[src/rtl/cia_serial_pkg.sv]
// Shared types and constants for the CIA serial data port (SDR).
package cia;
    localparam int SDR_BITS = 8;

    typedef logic [7:0] reg8_t;

    typedef enum logic {
        IDLE,
        SHIFT
    } sdr_state_t;
endpackage

[src/rtl/cia_serial_if.sv]
// CPU-side register interface of the serial port: SDR write/read, mode bit and interrupt.
interface cia_serial_if;
    import cia::*;

    logic  sdr_w;
    reg8_t data;
    logic  spmode;
    reg8_t sdr;
    logic  intr;

    modport master (output sdr_w, data, spmode, input sdr, intr);
    modport slave  (input sdr_w, data, spmode, output sdr, intr);
endinterface

[src/rtl/cia_serial_cnt_filter.sv]
// CNT input glitch filter and rising-edge detector, used only with CIA_SERIAL_CNT_FILTER_EN.
module cia_cnt_filter (
    input  logic clk,
    input  logic res_n,
    input  logic phi2_dn,
    input  logic cnt_in,
    output logic rise_o
);
    logic stage1_q, stage2_q, filt_q, filt_d;

    // The filtered level only follows the pin after two identical consecutive samples.
    always_comb begin
        filt_d = filt_q;
        if (stage1_q == stage2_q) begin
            filt_d = stage1_q;
        end
    end

    always_ff @(posedge clk) begin
        if (!res_n) begin
            stage1_q <= 1'b1;
            stage2_q <= 1'b1;
            filt_q   <= 1'b1;
        end else if (phi2_dn) begin
            stage1_q <= cnt_in;
            stage2_q <= stage1_q;
            filt_q   <= filt_d;
        end
    end

    assign rise_o = filt_d & ~filt_q;
endmodule

[src/rtl/cia_serial.sv]
// CIA serial data port: shifts bytes out on SP/CNT paced by timer A, or in from external SP/CNT.
// Optional macro CIA_SERIAL_CNT_FILTER_EN adds a 2-sample glitch filter on cnt_in.
module cia_serial
    import cia::*;
#(
    parameter int BITS = SDR_BITS
) (
    input  logic        clk,
    input  logic        res_n,
    input  logic        phi2_dn,
    cia_serial_if.slave cpu,
    input  logic        ta_ufl,
    input  logic        cnt_in,
    input  logic        sp_in,
    output logic        cnt_out,
    output logic        cnt_oe,
    output logic        sp_out,
    output logic        sp_oe
);
    localparam logic [3:0] LAST_IN  = 4'(BITS - 1);
    localparam logic [3:0] LAST_OUT = 4'(2 * BITS - 1);

    sdr_state_t state_q, state_d;
    reg8_t      buffer_q, buffer_d;
    reg8_t      shiftReg_q, shiftReg_d;
    reg8_t      wrData;
    logic       full_q, full_d;
    logic [3:0] phase_q, phase_d;
    logic       cntOut_q, cntOut_d;
    logic       spOut_q, spOut_d;
    logic       intr_q, intr_d;
    logic       modePrev_q;
    logic       cntRise;

`ifdef CIA_SERIAL_CNT_FILTER_EN
    cia_cnt_filter u_cntFilter (
        .clk     (clk),
        .res_n   (res_n),
        .phi2_dn (phi2_dn),
        .cnt_in  (cnt_in),
        .rise_o  (cntRise)
    );
`else
    logic cntPrev_q;

    always_ff @(posedge clk) begin
        if (!res_n) begin
            cntPrev_q <= 1'b1;
        end else if (phi2_dn) begin
            cntPrev_q <= cnt_in;
        end
    end

    assign cntRise = ~cntPrev_q & cnt_in;
`endif

    // A same-cycle write feeds the shifter directly so an idle start never misses fresh data.
    assign wrData = cpu.sdr_w ? cpu.data : buffer_q;

    always_comb begin
        state_d    = state_q;
        buffer_d   = buffer_q;
        shiftReg_d = shiftReg_q;
        full_d     = full_q;
        phase_d    = phase_q;
        cntOut_d   = cntOut_q;
        spOut_d    = spOut_q;
        intr_d     = 1'b0;

        if (cpu.sdr_w) begin
            buffer_d = cpu.data;
        end

        if (cpu.spmode != modePrev_q) begin
            state_d  = IDLE;
            phase_d  = 4'd0;
            full_d   = 1'b0;
            cntOut_d = 1'b1;
            spOut_d  = 1'b1;
        end else if (cpu.spmode) begin
            if (cpu.sdr_w) begin
                full_d = 1'b1;
            end
            case (state_q)
                IDLE: begin
                    if (ta_ufl && (full_q || cpu.sdr_w)) begin
                        shiftReg_d = wrData;
                        full_d     = 1'b0;
                        spOut_d    = wrData[BITS-1];
                        cntOut_d   = 1'b0;
                        phase_d    = 4'd1;
                        state_d    = SHIFT;
                    end
                end
                SHIFT: begin
                    if (ta_ufl) begin
                        phase_d  = phase_q + 4'd1;
                        cntOut_d = ~cntOut_q;
                        // Data moves only as CNT falls, keeping each bit stable over the rising edge.
                        if (cntOut_q) begin
                            shiftReg_d = shiftReg_q << 1;
                            spOut_d    = shiftReg_q[BITS-2];
                        end
                        if (phase_q == LAST_OUT) begin
                            state_d = IDLE;
                            intr_d  = 1'b1;
                        end
                    end
                end
                default: state_d = IDLE;
            endcase
        end else if (cntRise) begin
            shiftReg_d = {shiftReg_q[BITS-2:0], sp_in};
            phase_d    = phase_q + 4'd1;
            if (phase_q == LAST_IN) begin
                buffer_d = {shiftReg_q[BITS-2:0], sp_in};
                phase_d  = 4'd0;
                intr_d   = 1'b1;
            end
        end
    end

    always_ff @(posedge clk) begin
        if (!res_n) begin
            state_q    <= IDLE;
            buffer_q   <= 8'h00;
            shiftReg_q <= 8'h00;
            full_q     <= 1'b0;
            phase_q    <= 4'd0;
            cntOut_q   <= 1'b1;
            spOut_q    <= 1'b1;
            intr_q     <= 1'b0;
            modePrev_q <= 1'b0;
        end else if (phi2_dn) begin
            state_q    <= state_d;
            buffer_q   <= buffer_d;
            shiftReg_q <= shiftReg_d;
            full_q     <= full_d;
            phase_q    <= phase_d;
            cntOut_q   <= cntOut_d;
            spOut_q    <= spOut_d;
            intr_q     <= intr_d;
            modePrev_q <= cpu.spmode;
        end
    end

    assign cpu.sdr  = buffer_q;
    assign cpu.intr = intr_q;
    assign cnt_out  = cntOut_q;
    assign sp_out   = spOut_q;
    assign cnt_oe   = cpu.spmode;
    assign sp_oe    = cpu.spmode;
endmodule

[src/flat_wrapper.sv]
// flat-port wrapper written by rule: the top's interface ports become plain ports
module cia_serial_flat import cia::*;
#(
    parameter int BITS = SDR_BITS
)
  (clk, res_n, phi2_dn, ta_ufl, cnt_in, sp_in, cnt_out, cnt_oe, sp_out, sp_oe, cpu_sdr_w, cpu_data, cpu_spmode, cpu_sdr, cpu_intr);
  cia_serial_if cpu_i ();
  input  logic clk;
  input  logic res_n;
  input  logic phi2_dn;
  input  logic ta_ufl;
  input  logic cnt_in;
  input  logic sp_in;
  output logic cnt_out;
  output logic cnt_oe;
  output logic sp_out;
  output logic sp_oe;
  input wire logic [$bits(cpu_i.sdr_w)-1:0] cpu_sdr_w;
  input wire logic [$bits(cpu_i.data)-1:0] cpu_data;
  input wire logic [$bits(cpu_i.spmode)-1:0] cpu_spmode;
  output wire logic [$bits(cpu_i.sdr)-1:0] cpu_sdr;
  output wire logic [$bits(cpu_i.intr)-1:0] cpu_intr;
  assign cpu_i.sdr_w = cpu_sdr_w;
  assign cpu_i.data = cpu_data;
  assign cpu_i.spmode = cpu_spmode;
  assign cpu_sdr = cpu_i.sdr;
  assign cpu_intr = cpu_i.intr;
  cia_serial #(.BITS(BITS)) u_core (.clk(clk), .res_n(res_n), .phi2_dn(phi2_dn), .cpu(cpu_i), .ta_ufl(ta_ufl), .cnt_in(cnt_in), .sp_in(sp_in), .cnt_out(cnt_out), .cnt_oe(cnt_oe), .sp_out(sp_out), .sp_oe(sp_oe));
endmodule
[config.mk]
export PLATFORM = sky130hd
export DESIGN_NAME = cia_serial_flat
export DESIGN_NICKNAME = d
export VERILOG_FILES = /design/src/rtl/cia_serial_pkg.sv /design/src/rtl/cia_serial_if.sv /design/src/rtl/cia_serial_cnt_filter.sv /design/src/rtl/cia_serial.sv /design/src/flat_wrapper.sv
export SDC_FILE = /design/constraint.sdc
export NUM_CORES = 1
export LEC_CHECK = 0
export ABC_AREA = 1
export CAP_MARGIN = 20
export CORE_ASPECT_RATIO = 1.1
export CORE_UTILIZATION = 55
export CTS_CLUSTER_DIAMETER = 120
export DETAILED_ROUTE_END_ITERATION = 10
export GPL_TIMING_DRIVEN = 0
export PLACE_DENSITY = 0.8
export SETUP_SLACK_MARGIN = 0.05
export SYNTH_ARGS = -nofsm -noshare
export SYNTH_HDL_FRONTEND = slang
export SYNTH_SLANG_ARGS = --single-unit
[constraint.sdc]
create_clock -name clk -period 4.7 [get_ports clk]
set_clock_uncertainty 0.05 [all_clocks]
set_input_delay 0.94 -clock clk [delete_from_list [all_inputs] [get_ports clk]]
set_output_delay 0.94 -clock clk [all_outputs]
set_load 0.01 [all_outputs]
After elaboration in Yosys (flattened, before gate mapping)
Index checks and enable logic that the tools add are counted.
- register bits after elaboration: 26
- input bits: 16
- output and inout bits: 13
- logic and storage cells: 84
- equal/unequal tests: 11
- muxes and demuxes: 47
- bitwise logic cells: 5
- reduce and logical (&&, ||, !) cells: 10
- $add $sub $neg: 1
- operators by type and width (operator ; number):
    $mux 8 ; 5
    $mux 7 ; 5
    $mux 1 ; 26
    $mux 4 ; 6
    $pmux 7 s2 ; 1
    $ne 3x3->1 const B ; 4
    $pmux 4 s2 ; 1
    $reduce_and 4->1 ; 2
    $pmux 1 s2 ; 3
    $reduce_and 6->1 ; 1
    $reduce_and 5->1 ; 1
    $add 4x1->4 const B ; 1
    $eq 4x3->1 const B ; 1
    $eq 4x4->1 const B ; 1
    $ne 4x2->1 const B ; 1
    $ne 4x4->1 const B ; 1
    $not 1->1 ; 4
    $reduce_bool 2->1 ; 2
    $ne 3x1->1 const B ; 1
    $ne 3x2->1 const B ; 1
    $reduce_bool 3->1 ; 1
    $reduce_and 2->1 ; 1
    $and 1x1->1 ; 1
    $logic_and 1x1->1 ; 1
    2 further kinds ; 2

Longest topological paths before layout
- depth in word-level cells: 6
- gate-level depth with buffers: 10
- mapped depth without buffers: 9

Worst setup path after synthesis
Ideal clock, no wire load.
- path kind: input -> register
- start point: input port cpu_spmode
- end point: register u_core.spOut_q, in the netlist u_core.sp_out
- data arrival time: 1995 ps
- path buffers: 1
- path slack: 2526 ps
- setup time: 129 ps
- cell stages on the path: 10
- required time: 4521 ps
- cell sequence: inv_2 -> ha_1 -> inv_1 -> buf_4 -> nand2_1 -> nor2_1 -> nor2_1 -> o21ai_1 -> nand2_1 -> nand3_1
- cells in the longest elaborated chain, start to end: 3
- ends and longest elaborated chain (element ; line ; source):
    from (decl) ; flat_wrapper.sv:20 ; input wire logic [$bits(cpu_i.spmode)-1:0] cpu_spmode;
    $ne 1x1->1 ; cia_serial.sv:74 ; if (cpu.spmode != modePrev_q) begin
    $ne 3x3->1 (no line) (tied with other cells) ; n/a ;
    $reduce_and 5->1 (no line) ; n/a ;
    to (signal assigned) ; cia_serial.sv:141 ; spOut_q <= spOut_d;
    to (decl) ; cia_serial.sv:30 ; logic spOut_q, spOut_d;
Parallel ways exist; a longest one is shown, timed or not.
A chain may end at the register's enable or synchronous reset.

Final worst setup path
- start point: input port cpu_spmode
- end point: output port sp_oe
- RTL lines (element ; line ; source):
    to (decl) ; flat_wrapper.sv:17 ; output logic sp_oe;
No word-level cell between the ends.

==> results.ini <==
[outcome]
status = complete, no violations

[logic_synthesis]
ys_ff_latch = 26
synth_warnings = 0
synth_area_per_cell_sq_um = 6.46
synthDistinctLibCells = 31
ys_seq_area_frac = 0.329
synth_nets = 263
synthesis.area_sq_um = 1580
synth_cells = 245

[setup_path]
cp_slowest_stage_delay_ps = 630
cp_cell_sequence = clkdlybuf4s50_1, buf_4, clkdlybuf4s50_1
arrival_ps = 2250
worstReg2RegEnd = u_core.sp_out
reg2reg_from = u_core.modePrev_q
cpMaxStageDelayCell = clkdlybuf4s50_1
end_kind = output port
critPathBufInv = 3
r2r_setup_slack_ps = 3010
cp-start-kind = input pin
cp_common_cell = clkdlybuf4s50_1
reg2reg_depth = 10
crit_family = buffers and inverters
crit_type = input pin to output port
cp.required_ps = 3710
worst-path-max-fanout = 7

[sta]
finalSetupViolCount = 0
worst_pin_slew_ps = 586
fin_crit_ps = 3240
hold_viol = 0
rsz0062_at_grt = no
setup_tns_ps = 0
slew_violations = 0
max_slew_margin = 0.609
period_share = 0.689
layout_setup_ws_ps = 1460
max_freq_ghz = 0.309

[cts]
cts.htree.levels = 1
cts.sinks = 26
cts_setup_buffers = 0
clk_latency_ps = 320
cts_resized = 0
cts_root_buf = clkbuf_4
cts_tree = built
clk_pin_slew_worst_paths_ps = 140
cts_buffers = 3
cts_buffer_depth = 2
holdBufCountCts = 0

[drt]
avgRoutedWirePerCell_um = 11.4
wirelength_um = 3510
vias = 1602
ant_nets = 0
drtIter0Drc = 47
vias_per_cell = 5.18
drc = 0
drt_first_pass_iters = 4

[final_layout]
antenna_cells = 0
fin_cells = 309
final_area_sq_um = 1930
n_fill_cell = 260
layout-drive-gt1-share = 0.101
multi_input_area_sq_um = 855
area_growth_pct = 21.8
register_area_sq_um = 520
final_nets = 296

[global_routing]
grt_max_degree = 14
grt_use_total = 0.263
overflow = 0
grt_pass1_vias = 1437
grt_pass1_wl_um = 6000
grt_antenna_before_repair = 0

[floorplan]
start_util = 0.575
ios = 29
rows = 20
dieArea_sq_um = 3090
die_w_um = 53.1
die_y_um = 58.2
core-area_sq_um = 2750

[place]
numPortBuffers = 28
placed_area_sq_um = 1900
gp_congestion = 0.800
pre_cts_ws_ps = 1470
place_inst = 306
dp_hpwl_um = 2660

[hold_path]
min_path_type = flop to flop
min_delay_worst_endpoint = u_core.cpu.intr
hold_depth = 2
hold_start = u_core.cpu.intr

[power]
leakage_nw = 0.854
powerDensity_nw_per_um2 = 237
ir_worst_vdd_uv = 149
p_total_mw = 0.456

[run]
maxCapViolCount = 0

==> flip-flops by register name (all words and copies together) (netlist names) <==
name               count
u_core.cntPrev_q       1
u_core.cnt_out         1
u_core.cpu.intr        1
u_core.cpu.sdr         8
u_core.full_q          1
u_core.modePrev_q      1
u_core.phase_q         4
u_core.shiftReg_q      7
u_core.sp_out          1
u_core.state_q         1
==> Yosys cell counts (all sizes together) <==
library cell  number  area share
nand2             66        0.18
nand3b             1      0.0047
nand4              6       0.024
o2111ai            1      0.0055
buf                9       0.038
o211ai             1      0.0047
clkbuf             1      0.0024
nand3              9       0.035
nor2              30       0.087
nor3               2      0.0063
o22ai              1      0.0040
ha                 2       0.016
a22oi              1      0.0047
a21oi             27       0.095
inv               38       0.090
a21boi             1      0.0047
dfxtp             26        0.33
o21ai             22       0.070
a31oi              1      0.0040
==> per-layer routing <==
metal / wire, um / global-route usage / part of all wire
met5: 0 / 0 / 0
met1: 1650 / 0.326 / 0.47
met2: 1720 / 0.448 / 0.49
met3: 95 / 0.0236 / 0.027
met4: 45 / 0.124 / 0.013
==> kinds of logic after synthesis <==
| kind of cell | synth area share |
|---|---|
| DFF | 0.329 |
| and+or+nand+nor | 0.332 |
| adders and majority gates | 0.0158 |
| AOI/OAI and AO/OA | 0.192 |
| buffers and inverters | 0.131 |
==> worst max path at each step <==
| stage | from | endpoint | slack, ps | cells after the start |
|---|---|---|---|---|
| global route | cpu_spmode | cnt_oe | 1410 | 3 |
| floorplan | cpu_spmode | u_core.sp_out | 2530 | 10 |
| detailed placement | cpu_spmode | sp_oe | 1470 | 3 |
| finish | cpu_spmode | sp_oe | 1460 | 3 |
| CTS | cpu_spmode | sp_oe | 1460 | 3 |
| global placement | cpu_spmode | sp_oe | 1450 | 3 |
==> area by class of cell <==
cell class | count | share of cell area
Sequential cell | 26 | 0.270
Tap cell | 33 | 0.0214
Buffer | 10 | 0.0331
Inverter | 38 | 0.0741
Multi-Input combinational cell | 171 | 0.444
Timing Repair Buffer | 28 | 0.146
Clock buffer | 3 | 0.0117
==> metrics by stage <==
stage	hold slack, ps	utilization
6_report	424	0.700
5_1_grt	457	0.700
4_1_cts	428	0.700
3_5_place_dp	407	0.691
3_3_place_gp	403	0.691
2_1_floorplan	394	-
==> where the power goes <==
| group | switching, mW | total (mW) | internal (mW) |
|---|---|---|---|
| registers | 0.00728 | 0.240 | 0.233 |
| clock network | 0.0652 | 0.0953 | 0.0301 |
| logic | 0.0674 | 0.121 | 0.0533 |
==> cells in the final DEF (no fill, tap or decap), drive strengths merged <==
cell	count
o21ai	22
nand3b	1
o22ai	1
nand4	6
buf	9
nand2	66
clkdlybuf4s50	28
nand3	9
clkbuf	4
o2111ai	1
a21boi	1
ha	2
o211ai	1
nor2	30
nor3	2
inv	38
a31oi	1
dfxtp	26
a21oi	27
a22oi	1
==> worst reg2reg max path, stage by stage, from the launching register on <==
cell and delay (ps):
dfxtp_1 350, inv_1 50, ha_1 340, inv_1 80
buf_4 180, nand2_1 90, nor2_1 60, nor2_1 170
o21ai_1 90, nand2_1 60, nand3_1 70
No activity file was read; power rests on OpenSTA's default activity.
